File: src/rtl/vga_scanout.sv
// VGA 640x480 timing and VRAM scanout of a windowed grayscale image.
// One pixel per two clk; sync/blank delayed to line up with VRAM data.
module vga_scanout #(
  parameter int          H_ACTIVE = 640,
  parameter int          H_FP     = 16,
  parameter int          H_SYNC   = 96,
  parameter int          H_BP     = 48,
  parameter int          V_ACTIVE = 480,
  parameter int          V_FP     = 10,
  parameter int          V_SYNC   = 2,
  parameter int          V_BP     = 33,
  parameter int          IMG_W    = 256,
  parameter int          IMG_H    = 256,
  parameter int          IMG_X0   = 192,
  parameter int          IMG_Y0   = 112,
  parameter logic [31:0] BASE_ENC = 32'h0,
  parameter logic [31:0] BASE_DEC = 32'h10000,
  parameter int          RD_LAT   = 2
) (
  input  logic        clk,
  input  logic        rst,
  input  logic        image_select,
  output logic [31:0] gpu_address,
  input  logic [7:0]  vram_out,
  output logic        hsync,
  output logic        vsync,
  output logic [23:0] rgb_out,
  output logic        blank_n,
  output logic        frame_done
);

  localparam int H_TOTAL = H_ACTIVE + H_FP + H_SYNC + H_BP;
  localparam int V_TOTAL = V_ACTIVE + V_FP + V_SYNC + V_BP;
  localparam int HW      = $clog2(H_TOTAL);
  localparam int VW      = $clog2(V_TOTAL);
  localparam int DEPTH   = RD_LAT + 1;

  localparam logic [HW-1:0] H_LAST = HW'(H_TOTAL - 1);
  localparam logic [VW-1:0] V_LAST = VW'(V_TOTAL - 1);

  localparam logic [31:0] H_VIS   = 32'(H_ACTIVE);
  localparam logic [31:0] V_VIS   = 32'(V_ACTIVE);
  localparam logic [31:0] HS_ON   = 32'(H_ACTIVE + H_FP);
  localparam logic [31:0] HS_OFF  = 32'(H_ACTIVE + H_FP + H_SYNC);
  localparam logic [31:0] VS_ON   = 32'(V_ACTIVE + V_FP);
  localparam logic [31:0] VS_OFF  = 32'(V_ACTIVE + V_FP + V_SYNC);
  localparam logic [31:0] IX0     = 32'(IMG_X0);
  localparam logic [31:0] IX1     = 32'(IMG_X0 + IMG_W);
  localparam logic [31:0] IY0     = 32'(IMG_Y0);
  localparam logic [31:0] IY1     = 32'(IMG_Y0 + IMG_H);
  localparam logic [31:0] IW      = 32'(IMG_W);

  typedef struct packed {
    logic hs;
    logic vs;
    logic vis;
    logic img;
  } tap_t;

  localparam tap_t TAP_IDLE = '{
    hs:  1'b1,
    vs:  1'b1,
    vis: 1'b0,
    img: 1'b0
  };

  logic          phase_q, phase_d;
  logic [HW-1:0] h_cnt_q, h_cnt_d;
  logic [VW-1:0] v_cnt_q, v_cnt_d;
  logic          sel_q, sel_d;
  logic [31:0]   addr_q, addr_d;
  logic          fdone_q, fdone_d;
  tap_t          pipe_q [DEPTH];
  tap_t          pipe_d [DEPTH];

  logic          tick;
  logic          frame_start;
  logic          frame_end;
  logic [31:0]   h_w;
  logic [31:0]   v_w;
  logic [31:0]   base;
  logic [31:0]   pix_addr;
  tap_t          raw;

  assign tick        = phase_q;
  assign h_w         = 32'(h_cnt_q);
  assign v_w         = 32'(v_cnt_q);
  assign frame_start = (h_cnt_q == '0) && (v_cnt_q == '0);
  assign frame_end   = (h_cnt_q == H_LAST) && (v_cnt_q == V_LAST);
  assign base        = sel_q ? BASE_DEC : BASE_ENC;

  // Phase toggle and raster counters; counters move only on tick
  always_comb begin
    phase_d = ~phase_q;
    h_cnt_d = h_cnt_q;
    v_cnt_d = v_cnt_q;
    if (tick) begin
      if (h_cnt_q == H_LAST) begin
        h_cnt_d = '0;
        if (v_cnt_q == V_LAST) begin
          v_cnt_d = '0;
        end else begin
          v_cnt_d = v_cnt_q + 1'b1;
        end
      end else begin
        h_cnt_d = h_cnt_q + 1'b1;
      end
    end
  end

  // Undelayed sync, visible and image-window flags of the current pixel
  always_comb begin
    raw     = TAP_IDLE;
    raw.hs  = !((h_w >= HS_ON) && (h_w < HS_OFF));
    raw.vs  = !((v_w >= VS_ON) && (v_w < VS_OFF));
    raw.vis = (h_w < H_VIS) && (v_w < V_VIS);
    raw.img = (h_w >= IX0) && (h_w < IX1) &&
              (v_w >= IY0) && (v_w < IY1);
  end

  // VRAM address of the current pixel, held outside the window
  always_comb begin
    pix_addr = base + (v_w - IY0) * IW + (h_w - IX0);
    addr_d   = addr_q;
    if (tick && raw.img) begin
      addr_d = pix_addr;
    end
  end

  // Image choice is frozen for a whole frame at its first pixel
  always_comb begin
    sel_d = sel_q;
    if (tick && frame_start) begin
      sel_d = image_select;
    end
  end

  // One-clk end-of-frame strobe
  always_comb begin
    fdone_d = tick && frame_end;
  end

  // Delay line so flags meet the returning VRAM byte
  always_comb begin
    pipe_d[0] = raw;
    for (int i = 1; i < DEPTH; i++) begin
      pipe_d[i] = pipe_q[i-1];
    end
  end

  // State registers with synchronous active-low reset
  always_ff @(posedge clk) begin
    if (!rst) begin
      phase_q <= 1'b0;
      h_cnt_q <= '0;
      v_cnt_q <= '0;
      sel_q   <= 1'b0;
      addr_q  <= BASE_ENC;
      fdone_q <= 1'b0;
      for (int i = 0; i < DEPTH; i++) begin
        pipe_q[i] <= TAP_IDLE;
      end
    end else begin
      phase_q <= phase_d;
      h_cnt_q <= h_cnt_d;
      v_cnt_q <= v_cnt_d;
      sel_q   <= sel_d;
      addr_q  <= addr_d;
      fdone_q <= fdone_d;
      pipe_q  <= pipe_d;
    end
  end

  assign gpu_address = addr_q;
  assign hsync       = pipe_q[DEPTH-1].hs;
  assign vsync       = pipe_q[DEPTH-1].vs;
  assign blank_n     = pipe_q[DEPTH-1].vis;
  assign frame_done  = fdone_q;
  assign rgb_out     = pipe_q[DEPTH-1].img ?
                       {vram_out, vram_out, vram_out} : 24'h0;

endmodule

File: config.mk
export PLATFORM = sky130hd
export DESIGN_NAME = vga_scanout
export DESIGN_NICKNAME = d
export VERILOG_FILES = /design/src/rtl/vga_scanout.sv
export SDC_FILE = /design/constraint.sdc
export NUM_CORES = 1
export LEC_CHECK = 0
export CORE_ASPECT_RATIO = 0.9
export CORE_MARGIN = 5
export CORE_UTILIZATION = 55
export DETAILED_ROUTE_END_ITERATION = 10
export DONT_BUFFER_PORTS = 1
export PLACE_DENSITY = 0.71
export SYNTH_ARGS = -nofsm -noshare
export SYNTH_HDL_FRONTEND = slang
export SYNTH_SLANG_ARGS = --single-unit
File: constraint.sdc
create_clock -name clk -period 4.5 [get_ports clk]
set_input_delay 0.45 -clock clk [delete_from_list [all_inputs] [get_ports clk]]
set_output_delay 0.45 -clock clk [all_outputs]
set_load 0.02 [all_outputs]
==> summary.md, run 1 <==
The first global-routing pass estimated 10.3 mm of wire. Leaving out fill and tap cells, the most frequent cells in the layout are sky130_fd_sc_hd__dfxtp_1 (55), sky130_fd_sc_hd__nor2_1 (51), sky130_fd_sc_hd__ha_1 (30). In the post-synthesis netlist, the biggest area contributors are sky130_fd_sc_hd__dfxtp_1 (33%), sky130_fd_sc_hd__ha_1 (11%), sky130_fd_sc_hd__buf_4 (6.0%), sky130_fd_sc_hd__nor2_1 (5.7%), sky130_fd_sc_hd__xnor2_1 (5.5%). For the worst setup path, the data required time is 4.76 ns.

For the final core utilization, the log shows 55.1%. For the number of core rows, the log shows 27. Synthesis handed over a netlist of 383 instances. Entering global routing, the biggest net connects 24 pins. After layout, the worst path uses 67.8% of the clock period.

For the post-layout net count, the log shows 390. STA classifies the critical path endpoint as a register. In this run the power density over the cells is 275 nW/um^2.

The critical path startpoint category was a register. In this run, synthesis inferred 0 flip-flops with an integrated enable. After detailed routing, the number of vias per cell comes to 5.61. Summed over its instances, the top area cell type makes up 33.4% of the synthesized netlist area. After detailed routing, the average wire length per cell comes to 14.4 um. The sum of met2 wire segment lengths after detailed routing came out at 2.85 mm. Once layout is complete, the cells apart from fillers number 420. For this run, design rule violations remaining after detail routing come to 0.

The switching part of the total came out at 19.8%. Setup repair after global routing left no endpoint under its margin. The run gives 4 as the number of detailed-route iterations in the first pass. The fill cell total of the finished layout was 525; the maximum resistive drop on vdd was 170 uV.

STA puts the critical path data arrival time at 3.31 ns. Across all setup checks in the final design, the least slack found is 1.45 ns. The floorplan step set the die height to 84.2 um.

The later pin in the worst-skew pair is clocked with a latency of 0.31 ns. The number of I/O pins was 71. The area enclosed by the die boundary came out at 7780 um^2. For the number of antenna violations at the first check in global routing, the log shows 0. Clock tree synthesis inserted a total of 5 buffers. The signal on the critical path passes through ha_1 -> nor3_1 -> buf_4 -> inv_1 -> xnor2_1 -> ha_1 -> a21o_1 -> ha_1 -> a21oi_1 -> nor2b_1 -> a2111oi_0 -> o21ai_0 -> o22ai_1 -> and2_1. The tools report the net count after synthesis as 425.

The worst min-delay path category was primary input to register. The logs give 0.879 for the final estimated routing congestion in global placement and 0 for the count of antenna-violating nets left after detailed routing. Measured along the x axis, the die boundary spans 92.4 um. The number of buffers between clock root and the deepest sink was 2; the hold buffer count at CTS was 0. The cell sitting at the root of the clock tree is a sky130_fd_sc_hd__clkbuf_8.

The logs give 43.9% for the worst relative slew slack and 3180 um^2 for the area of placed instances. On the critical path, the stage with the largest delay is an instance of sky130_fd_sc_hd__a2111oi_0. The count of routing violations after the opening detailed-route iteration was 84; the total of max-cap violations was 0. The leading area contributor after synthesis is sky130_fd_sc_hd__dfxtp_1.

The ratio of cells with drive above 1 in the final layout works out to 5.17%. By instance count, the cell type seen most on the critical path is sky130_fd_sc_hd__ha_1. During placement, the flow inserted port buffers numbering 0.

The via count was 2357; the worst slack at placement was 1.49 ns. Once placement completed, the tool counted placed cells totaling 413. The number of antenna cells inserted came out at 0. The finished cells cover 3310 um^2.

The number of setup buffers added after CTS is 0. The post-route setup TNS came out at 0 ns. The flow ran to the end, and the final reports show no timing, DRC or antenna violations. The logs give 2 for the H-tree level count and 328 MHz for the highest clock frequency the design can meet. The amount of wire on met3 after detailed routing is 324 um. Detailed placement finished with a half-perimeter wire length of 4.47 mm. Setup violations remaining at the end of the flow were counted as 0. By startpoint and endpoint, the worst setup path is classified as register to register. Summing the sequential cell areas from Yosys gives 33.4% of the chip area. Summed over all layers, the routed wires come to 6.06 mm. Once the clock tree was built, the resizer swapped 0 gates to a different size. In this run the power spent charging and discharging nets is 180 uW. For this run, the leading register cell type out of synthesis is sky130_fd_sc_hd__dfxtp_1. The maximum net fanout on the critical path came out at 11. In this run, synthesis produced a sequential element count of 56.

On the worst path, the slowest cell contributes a delay of 0.38 ns. Yosys printed 0 warnings. Across every metal layer, demand over resource in global routing totals 16.0%. The proportion of power drawn by the clock network is 41.4%, and the distinct cell type count of the synthesized netlist is 50. The final worst clock skew came out at 0.0106 ns. The internal power of the cells totals 730 uW.

Leaving out fill and tap cells, the most frequent cell in the layout is sky130_fd_sc_hd__dfxtp_1. The share of flip-flops with an asynchronous set or reset after synthesis is 0%. The region available for standard cell placement spans 6010 um^2.

Initial standard-cell utilization of the core: 55.9%. The cell family contributing the most delay on the critical path was compound AO/OA/AOI/OAI gates. For the pin with the worst max-slew slack, the measured transition is 0.835 ns. After clock tree synthesis, the clock-pin slew on the worst setup and hold paths is 0.10 ns.

The area growth from synthesis to layout is -1.41%. The sum of buffers and inverters on the critical path came out at 2. TritonCTS built the clock tree. The logs give 0 for the number of pins with negative max-slew slack in the final report and 56 for the number of sinks on the clock net. The tools report the number of global-route vias before repair as 2283. For this block, wires on met1 add up to 2.78 mm. For the number of hold violations in the final report, the log shows 0. A synthesized cell averages 8.77 um^2.

The cell area after synthesis is 3360 um^2. Routed signal wires occupy layers up through met4. For the leakage power figure, the log shows 0.00128 uW. The relative contribution of sequential cells to total power is 55.4%, and the combinational share of power is 3.1%. Final critical delay including setup and external delays: 3.05 ns. For this run the aggregate overflow at the end of global routing stands at 0.
## power groups by stage
stage,registers [uW],logic (uW),clock network [uW]
6_report,505,28.7,377
5_1_grt,506,32.6,409
4_1_cts,505,29.1,383
3_5_place_dp,516,29.0,0
3_3_place_gp,516,28.7,0
2_1_floorplan,514,27.3,0
## per-layer routing
| metal | vias to the layer above | track usage (%) |
|---|---|---|
| met4 | 0 | 6.21 |
| met5 | - | 0 |
| met2 | 55 | 26.7 |
| li1 | 1192 | - |
| met3 | 11 | 3.67 |
| met1 | 1099 | 19.9 |
## cell usage after synthesis (all sizes together) (3+ instances only)
cell type and number:
nand2 25, and4b 3, nand4 7, o21ai 14
xnor2 21, nor2 51, xor2 12, nand2b 5
mux2i 18, ha 30, o22ai 3, nor4 6
inv 17, nor3 6, a211oi 3, clkbuf 11
and2 16, nand3 6, a21oi 12, nor2b 3
dfxtp 56, buf 34
## kinds of logic (layout without fill, tap and decap cells)
family          after synthesis  in the layout  synth area share, %
mux                          18             18                 5.36
simple gates                138            138                 21.6
fa+ha+maj                    31             31                 11.8
flops                        56             56                 33.4
xor+xnor                     33             33                 8.60
compound gates               45             45                 8.75
buf+inv                      62             27                 10.5
## state kept, by name, indices dropped and copies added, names as in the netlist
register,flops
sel_q,1
pipe_q,1
vsync,1
hsync,1
v_cnt_q,10
h_cnt_q,10
gpu_address,21
blank_n,1
pipe_d,8
frame_done,1
phase_q,1
## area by class of cell
cell class,count,area [um^2],share of cell area [%]
Clock buffer,5,68.8,2.08
Clock inverter,2,60.1,1.81
Inverter,17,63.8,1.93
Multi-Input combinational cell,265,1890,56.9
Sequential cell,56,1120,33.9
Tap cell,72,90.1,2.72
Timing Repair Buffer,3,22.5,0.680
## path summary, 6_finish.rpt
| check | cells past startpoint | slack (ns) | endpoint | startpoint |
|---|---|---|---|---|
| setup / recovery | 14 | 1.45 | gpu_address[30] | h_cnt_q[7] |
| hold / removal | 1 | 0.21 | hsync | rst |
| setup reg to reg | 14 | 1.45 | gpu_address[30] | h_cnt_q[7] |
| hold reg to reg | 1 | 0.42 | pipe_d[2] | pipe_d[6] |
## through the flow
| stage | total power [uW] | hold slack [ns] |
|---|---|---|
| finish | 910 | 0.212 |
| global route | 947 | 0.202 |
| floorplan | 541 | 0.386 |
| CTS | 917 | 0.205 |
| detailed placement | 545 | 0.399 |
| global placement | 545 | 0.388 |
Power figures use the tool's default switching activity.
==> run 2, diff against run 1 <==
==> constraint.sdc (replaced) <==
create_clock -name clk -period 3 [get_ports clk]
set_input_delay 0.3 -clock clk [delete_from_list [all_inputs] [get_ports clk]]
set_output_delay 0.3 -clock clk [all_outputs]
set_load 0.02 [all_outputs]
==> summary.md, run 2 (synthesized netlist as in run 1, its figures left out) <==
The run finished with clean final reports. The final core utilization is 56.0%, and the number of buffer cells added on primary ports is 0. The period utilization is 92.9%, and the total of max-cap violations is 0.

The number of hold violations in the final report was 0; the final-report setup violation count was 0. Dividing the detail-routed via count by the number of cells gives 5.58. The x dimension of the die came out at 92.4 um.

Traced cell by cell, the critical path runs through ha_2 -> xnor2_1 -> ha_1 -> ha_1 -> inv_1 -> fa_1 -> nor2b_1 -> o31a_1 -> o21ai_0 -> o21ai_0 -> xor2_1 -> a21oi_1. The total overflow left after global routing is 0. The tools report the number of antenna violations at the first check in global routing as 0. The post-detailed-route wirelength per cell is 14.5 um, and the number of buffers between clock root and the deepest sink is 2. The library cells used most frequently in the layout, excluding fill and tap cells, are sky130_fd_sc_hd__dfxtp_1 (55), sky130_fd_sc_hd__nor2_1 (51), sky130_fd_sc_hd__ha_1 (29). The areal power density over the cells is 405 nW/um^2, and the die height is 84.2 um. The number of hold buffers added after CTS was 0.

Counting every sink on the clock net gives 56. The total number of cells along the worst setup path was 12. CTS placed an instance of sky130_fd_sc_hd__clkbuf_8 at the clock tree root. For the pin with the worst max-slew slack, the measured transition is 0.768 ns. The cell family contributing the most delay on the critical path was adder cells.

The worst min-delay path category is primary input to register. The maximum number of pins on one net before global-route repair was 26. The path with the worst hold slack has its endpoint at pipe_d[3]. Including well taps, the total number of placed cells is 417.

The clock reaches the later pin of the worst-skew pair after 0.30 ns. The routed layout has 2366 vias. For this block, the routed nets add up to 6.14 mm of wire.

Critical path startpoint category: a register. For this run, the top clock speed supported by timing is 359 MHz. For the number of pins with negative max-slew slack in the final report, the log shows 0. Critical-path cell with the highest stage delay: sky130_fd_sc_hd__dfxtp_1.

The final worst-path setup slack is 0.213 ns. The delay contributed by the slowest stage of the critical path works out to 0.45 ns. The origin of the worst min-delay path was rst.

TritonCTS built the clock tree. The data required time of the critical path was 3.19 ns; the ratio of cells with drive above 1 in the final layout was 7.39%. Summed over all cells, the static leakage comes to 0.00130 uW. The maximum resistive drop on vdd came out at 296 uV. Between clock sinks in the finished design, the worst skew comes to 0.00593 ns.

The floorplan core area is 6010 um^2, and the overall track demand over capacity in global routing is 16.2%. By startpoint and endpoint, the worst setup path is classified as register to register. The maximum net fanout on the critical path works out to 7. Post-CTS repair changed the size of 0 cells. Total power for the finished layout comes to 1360 uW. The count of nets left with antenna violations once routing finished came out at 0.

The register with the most flip-flops in the layout has 21 of them. For the worst relative slew slack, the log shows 48.8%. Setup repair after global routing could not meet its margin everywhere. The clock buffer count from CTS was 5.

0 antenna diodes ended up in the layout. The floorplan step defined a die boundary enclosing 7780 um^2. The first global-routing pass estimated 10.3 mm of wire. The congestion estimate from routability-driven global placement came to 0.849. The initial utilization of the core area, before any placement, comes to 55.9%. For the count of routing violations after the opening detailed-route iteration, the log shows 111. The hold path depth came out at 1. The worst register-to-register path ends at gpu_address[19]. Measured in cells, the most critical reg-to-reg path has a length of 12. The tools report the number of global-route vias before repair as 2230. The final cell count without fillers is 424, and the sum of buffers and inverters on the critical path is 1.

In this run the register-to-register setup slack is 0.21 ns. The tools report the detailed placer's ending HPWL as 4.62 mm. For the finished layout, the period the worst path requires is 2.79 ns.

The number of setup buffers added after CTS came out at 0. The kind of capture point of the worst setup path is a register. The post-detailed-route DRC marker count is 0. The commonest non-fill, non-tap cell in the layout is sky130_fd_sc_hd__dfxtp_1. The startpoint identified for the worst register-to-register timing path is h_cnt_q[7]. H-tree level count: 2. The area overhead of the layout relative to synthesis was 0.186%. Clock-pin slew was measured on the worst setup and hold paths at 0.10 ns. The data arrival time at the worst-slack endpoint is 2.98 ns, and the worst slack at placement is 0.159 ns. 71 I/O pins were placed.

The final layout contains 394 nets. The logs give 27 for the number of core rows and 5 for the number of detailed-route iterations in the first pass.
==> run 2: changes by cell type in the layout (fill, tap and decap cells not counted) <==
cell and delta:
sky130_fd_sc_hd__nor3_1 -1, sky130_fd_sc_hd__ha_2 +1, sky130_fd_sc_hd__a2111oi_2 +1, sky130_fd_sc_hd__a21oi_1 -1
sky130_fd_sc_hd__nor3_4 +1, sky130_fd_sc_hd__a2111oi_0 -1, sky130_fd_sc_hd__a21oi_2 +1, sky130_fd_sc_hd__ha_1 -1
sky130_fd_sc_hd__buf_4 +4
==> run 2: how the worst max path moves through the flow <==
stage	from	endpoint	slack, ns
2_1_floorplan	h_cnt_q[7]	gpu_address[30]	0.11
3_3_place_gp	h_cnt_q[7]	gpu_address[30]	0.22
3_5_place_dp	h_cnt_q[7]	gpu_address[19]	0.16
4_1_cts	h_cnt_q[7]	gpu_address[19]	0.14
5_1_grt	h_cnt_q[7]	gpu_address[18]	-0.03
6_report	h_cnt_q[7]	gpu_address[19]	0.21
==> run 2: cell type report <==
type                    count  area, um^2
repair buffers              7        52.6
inverters                  17        63.8
well taps                  72        90.1
fillers                   541        2650
clock buffers               5        68.8
flip-flops and latches     56        1120
multi-input cells         265        1910
clock inverters             2        60.1
==> run 2: metrics by stage <==
step           area [um^2]  TNS, ns  hold slack, ns
3_5_place_dp          3230        0           0.380
6_report              3370        0          0.0659
2_1_floorplan         3370        0           0.386
5_1_grt               3370  -0.0415          0.0471
3_3_place_gp          3230        0           0.376
4_1_cts               3350        0          0.0605
==> run 2: layer usage <==
metal	share of wire (%)	GRT usage, %	vias to the layer above	routed length [um]
met5	0	0	-	0
met4	0.78	4.45	0	48
met3	5.9	3.76	4	363
met2	49	27.8	66	3000
met1	44	20.3	1095	2730
li1	-	-	1201	-
==> run 2: report_power, final <==
part           switching, uW  total [uW]  internal [uW]
clock network            235         564            329
logic                   25.6        43.6           18.1
registers               8.20         757            749
==> run 3, diff against run 2 <==
--- a/config.mk
+++ b/config.mk
@@ -11,6 +11,7 @@
 export DETAILED_ROUTE_END_ITERATION = 10
 export DONT_BUFFER_PORTS = 1
 export PLACE_DENSITY = 0.71
+export RECOVER_POWER = 100
 export SYNTH_ARGS = -nofsm -noshare
 export SYNTH_HDL_FRONTEND = slang
 export SYNTH_SLANG_ARGS = --single-unit
==> summary.md, run 3 (synthesized netlist as in run 1, its figures left out) <==
Setup repair after global routing could not meet its margin everywhere. TritonCTS created 5 clock buffers. Once detail routing completed, the nets flagged for antenna violations numbered 0. The analysis attributes to net switching a power of 269 uW. The maximum number of pins on one net before global-route repair was 26; the x dimension of the die was 92.4 um.

71 I/O pins were placed. The worst-case IR drop observed on VDD is 296 uV. Traced cell by cell, the critical path runs through ha_2 -> xnor2_1 -> ha_1 -> ha_1 -> inv_1 -> fa_1 -> nor2b_1 -> o31a_1 -> o21ai_0 -> o21ai_0 -> xor2_1 -> a21oi_1. The run finished with clean final reports. The floorplan step defined a die boundary enclosing 7780 um^2. Start of the worst register-to-register path: h_cnt_q[7]. At the end of the flow, the number of nets in the layout was 394. TritonCTS built the clock tree. The worst min-delay path category is primary input to register. The critical-path cell with the highest stage delay is sky130_fd_sc_hd__dfxtp_1. Number of buffers between clock root and the deepest sink: 2.

The clock drives 56 sinks. Final-report setup violation count: 0. The clock network burns 41.3% of the power.

The areal power density over the cells is 406 nW/um^2. The logs give 3230 um^2 for the area of placed instances and 0.213 ns for the final worst-path setup slack. For the multi-input gate area in the final layout, the log shows 1910 um^2. The startpoint identified for the worst hold timing path is rst. The analysis attributes to cell leakage a power of 0.00130 uW. In this run the post-CTS setup repair buffer count came out at 0. The critical path startpoint category is a register. The final layout contains routed wiring with a total length of 6.14 mm. The number of global-route vias before repair was 2230; the period utilization was 92.9%. The number of core rows is 27, and the maximum net fanout on the critical path is 7.

The data required time of the critical path is 3.19 ns, and the post-detailed-route DRC marker count is 0. The wire-length estimate of the detail-placed layout is 4.62 mm. The detailed router finished its first iteration with 111 violations. The worst relative slew slack came out at 14.3%.

The post-route setup TNS came out at 0 ns. The number of antenna diodes in the final layout is 0. The tools report the worst slack at placement as 0.159 ns. The critical path is of the register to register type. The cell family contributing the most delay on the critical path is adder cells. The number of antenna violations at the first check in global routing is 0. The first global-routing pass estimated 10.3 mm of wire. The ratio of cells with drive above 1 in the final layout came out at 7.39%. The initial utilization of the core area, before any placement, comes to 55.9%.

The library cell used most frequently in the layout, excluding fill and tap cells, is sky130_fd_sc_hd__dfxtp_1. The delay contributed by the slowest stage of the critical path works out to 0.45 ns. In this run the tool buffered the top-level ports with 0 buffer cells. CTS placed an instance of sky130_fd_sc_hd__clkbuf_8 at the clock tree root. Net switching is 19.7% of the power.

The final cell count without fillers was 424; the final critical delay including setup and external delays was 2.79 ns. The tools report the highest clock frequency the design can meet as 359 MHz. The number of pins with negative max-slew slack in the final report is 0. The die height works out to 84.2 um. Dividing the detail-routed via count by the number of cells gives 5.58. The tools report the post-route cell area as 3360 um^2.

Across the run, the number of max-cap violations was 0. The clock arrives with 0.00592 ns of skew. The post-detailed-route wirelength per cell is 14.5 um.

Summing all flip-flop and latch instances after layout gives 1120 um^2. Clock-pin slew was measured on the worst setup and hold paths at 0.10 ns. The logs give 0 for the number of hold violations in the final report and 2 for the H-tree level count. After filler insertion, the fill cell instance count of the layout stands at 542. The first element of the critical path was h_cnt_q[7]. Data on the critical path arrives at its endpoint at 2.98 ns. Of the total power, combinational logic draws 3.2%. Relative contribution of sequential cells to total power: 55.5%.

Internal power comes to 1100 uW. The tools report the overall track demand over capacity in global routing as 16.2%. The number of detailed-route iterations in the first pass is 5. The kind of capture point of the worst setup path was a register. The sum of buffers and inverters on the critical path is 1, and the insertion delay to the later sink of the worst-skew pair is 0.30 ns.

The register with the most flip-flops in the layout has 21 of them. In the layout the commonest cells are sky130_fd_sc_hd__dfxtp_1 (55), sky130_fd_sc_hd__nor2_1 (51), sky130_fd_sc_hd__ha_1 (29). The routed layout has 2367 vias. The hold buffer count at CTS is 0, and the final estimated routing congestion in global placement is 0.849.

After floorplanning, the core was sized to cover 6010 um^2. Global routing finished with a remaining overflow of 0. The actual transition at the worst max-transition pin was 1.29 ns; the area overhead of the layout relative to synthesis was 0.112%.

The run gives 417 as the cell count after placement.
==> run 3: final cells by class <==
type | instances | share of cell area [%]
clock buffers | 5 | 2.05
clock inverters | 2 | 1.79
inverters | 17 | 1.90
multi-input cells | 265 | 56.7
flip-flops and latches | 56 | 33.4
well taps | 72 | 2.68
repair buffers | 7 | 1.49
==> run 3: power groups by stage <==
stage	Sequential, uW	Clock (uW)	Combinational [uW]
6_report	757	564	43.6
5_1_grt	759	615	49.2
4_1_cts	758	576	43.4
3_5_place_dp	775	0	43.1
3_3_place_gp	775	0	42.8
2_1_floorplan	771	0	40.9
==> run 3: stage by stage <==
step	power, uW	hold slack (ns)	utilization (%)
floorplan	812	0.386	-
global placement	817	0.376	53.6
detailed placement	818	0.380	53.6
CTS	1380	0.0605	55.8
global route	1420	0.0471	56.0
finish	1360	0.0659	56.0
==> run 3: worst register-to-register path, stage by stage, from the launching register on <==
cell                      delay (ns)
sky130_fd_sc_hd__dfxtp_1        0.45
sky130_fd_sc_hd__ha_2           0.32
sky130_fd_sc_hd__xnor2_1        0.14
sky130_fd_sc_hd__ha_1           0.16
sky130_fd_sc_hd__ha_1           0.18
sky130_fd_sc_hd__inv_1          0.06
sky130_fd_sc_hd__fa_1           0.39
sky130_fd_sc_hd__nor2b_1        0.15
sky130_fd_sc_hd__o31a_1         0.19
sky130_fd_sc_hd__o21ai_0        0.15
sky130_fd_sc_hd__o21ai_0        0.24
sky130_fd_sc_hd__xor2_1         0.17
sky130_fd_sc_hd__a21oi_1        0.08
==> run 3: path summary, 6_finish.rpt <==
kind / endpoint / slack (ns) / depth (start not counted)
setup / recovery: gpu_address[19] / 0.21 / 12
hold / removal: pipe_d[3] / 0.07 / 1
setup reg to reg: gpu_address[19] / 0.21 / 12
hold reg to reg: vsync / 0.42 / 1
==> run 3: repair_timing <==
item,in CTS,in global routing
gates resized for setup,0,4
setup endpoints to repair,0,3
hold endpoints to repair,0,0
==> run 3: metal layers <==
metal | vias to the layer above | part of all wire [%] | GRT usage (%)
li1 | 1201 | - | -
met1 | 1096 | 44 | 20.3
met2 | 66 | 49 | 27.8
met3 | 4 | 5.9 | 3.76
met4 | 0 | 0.78 | 4.45
met5 | - | 0 | 0
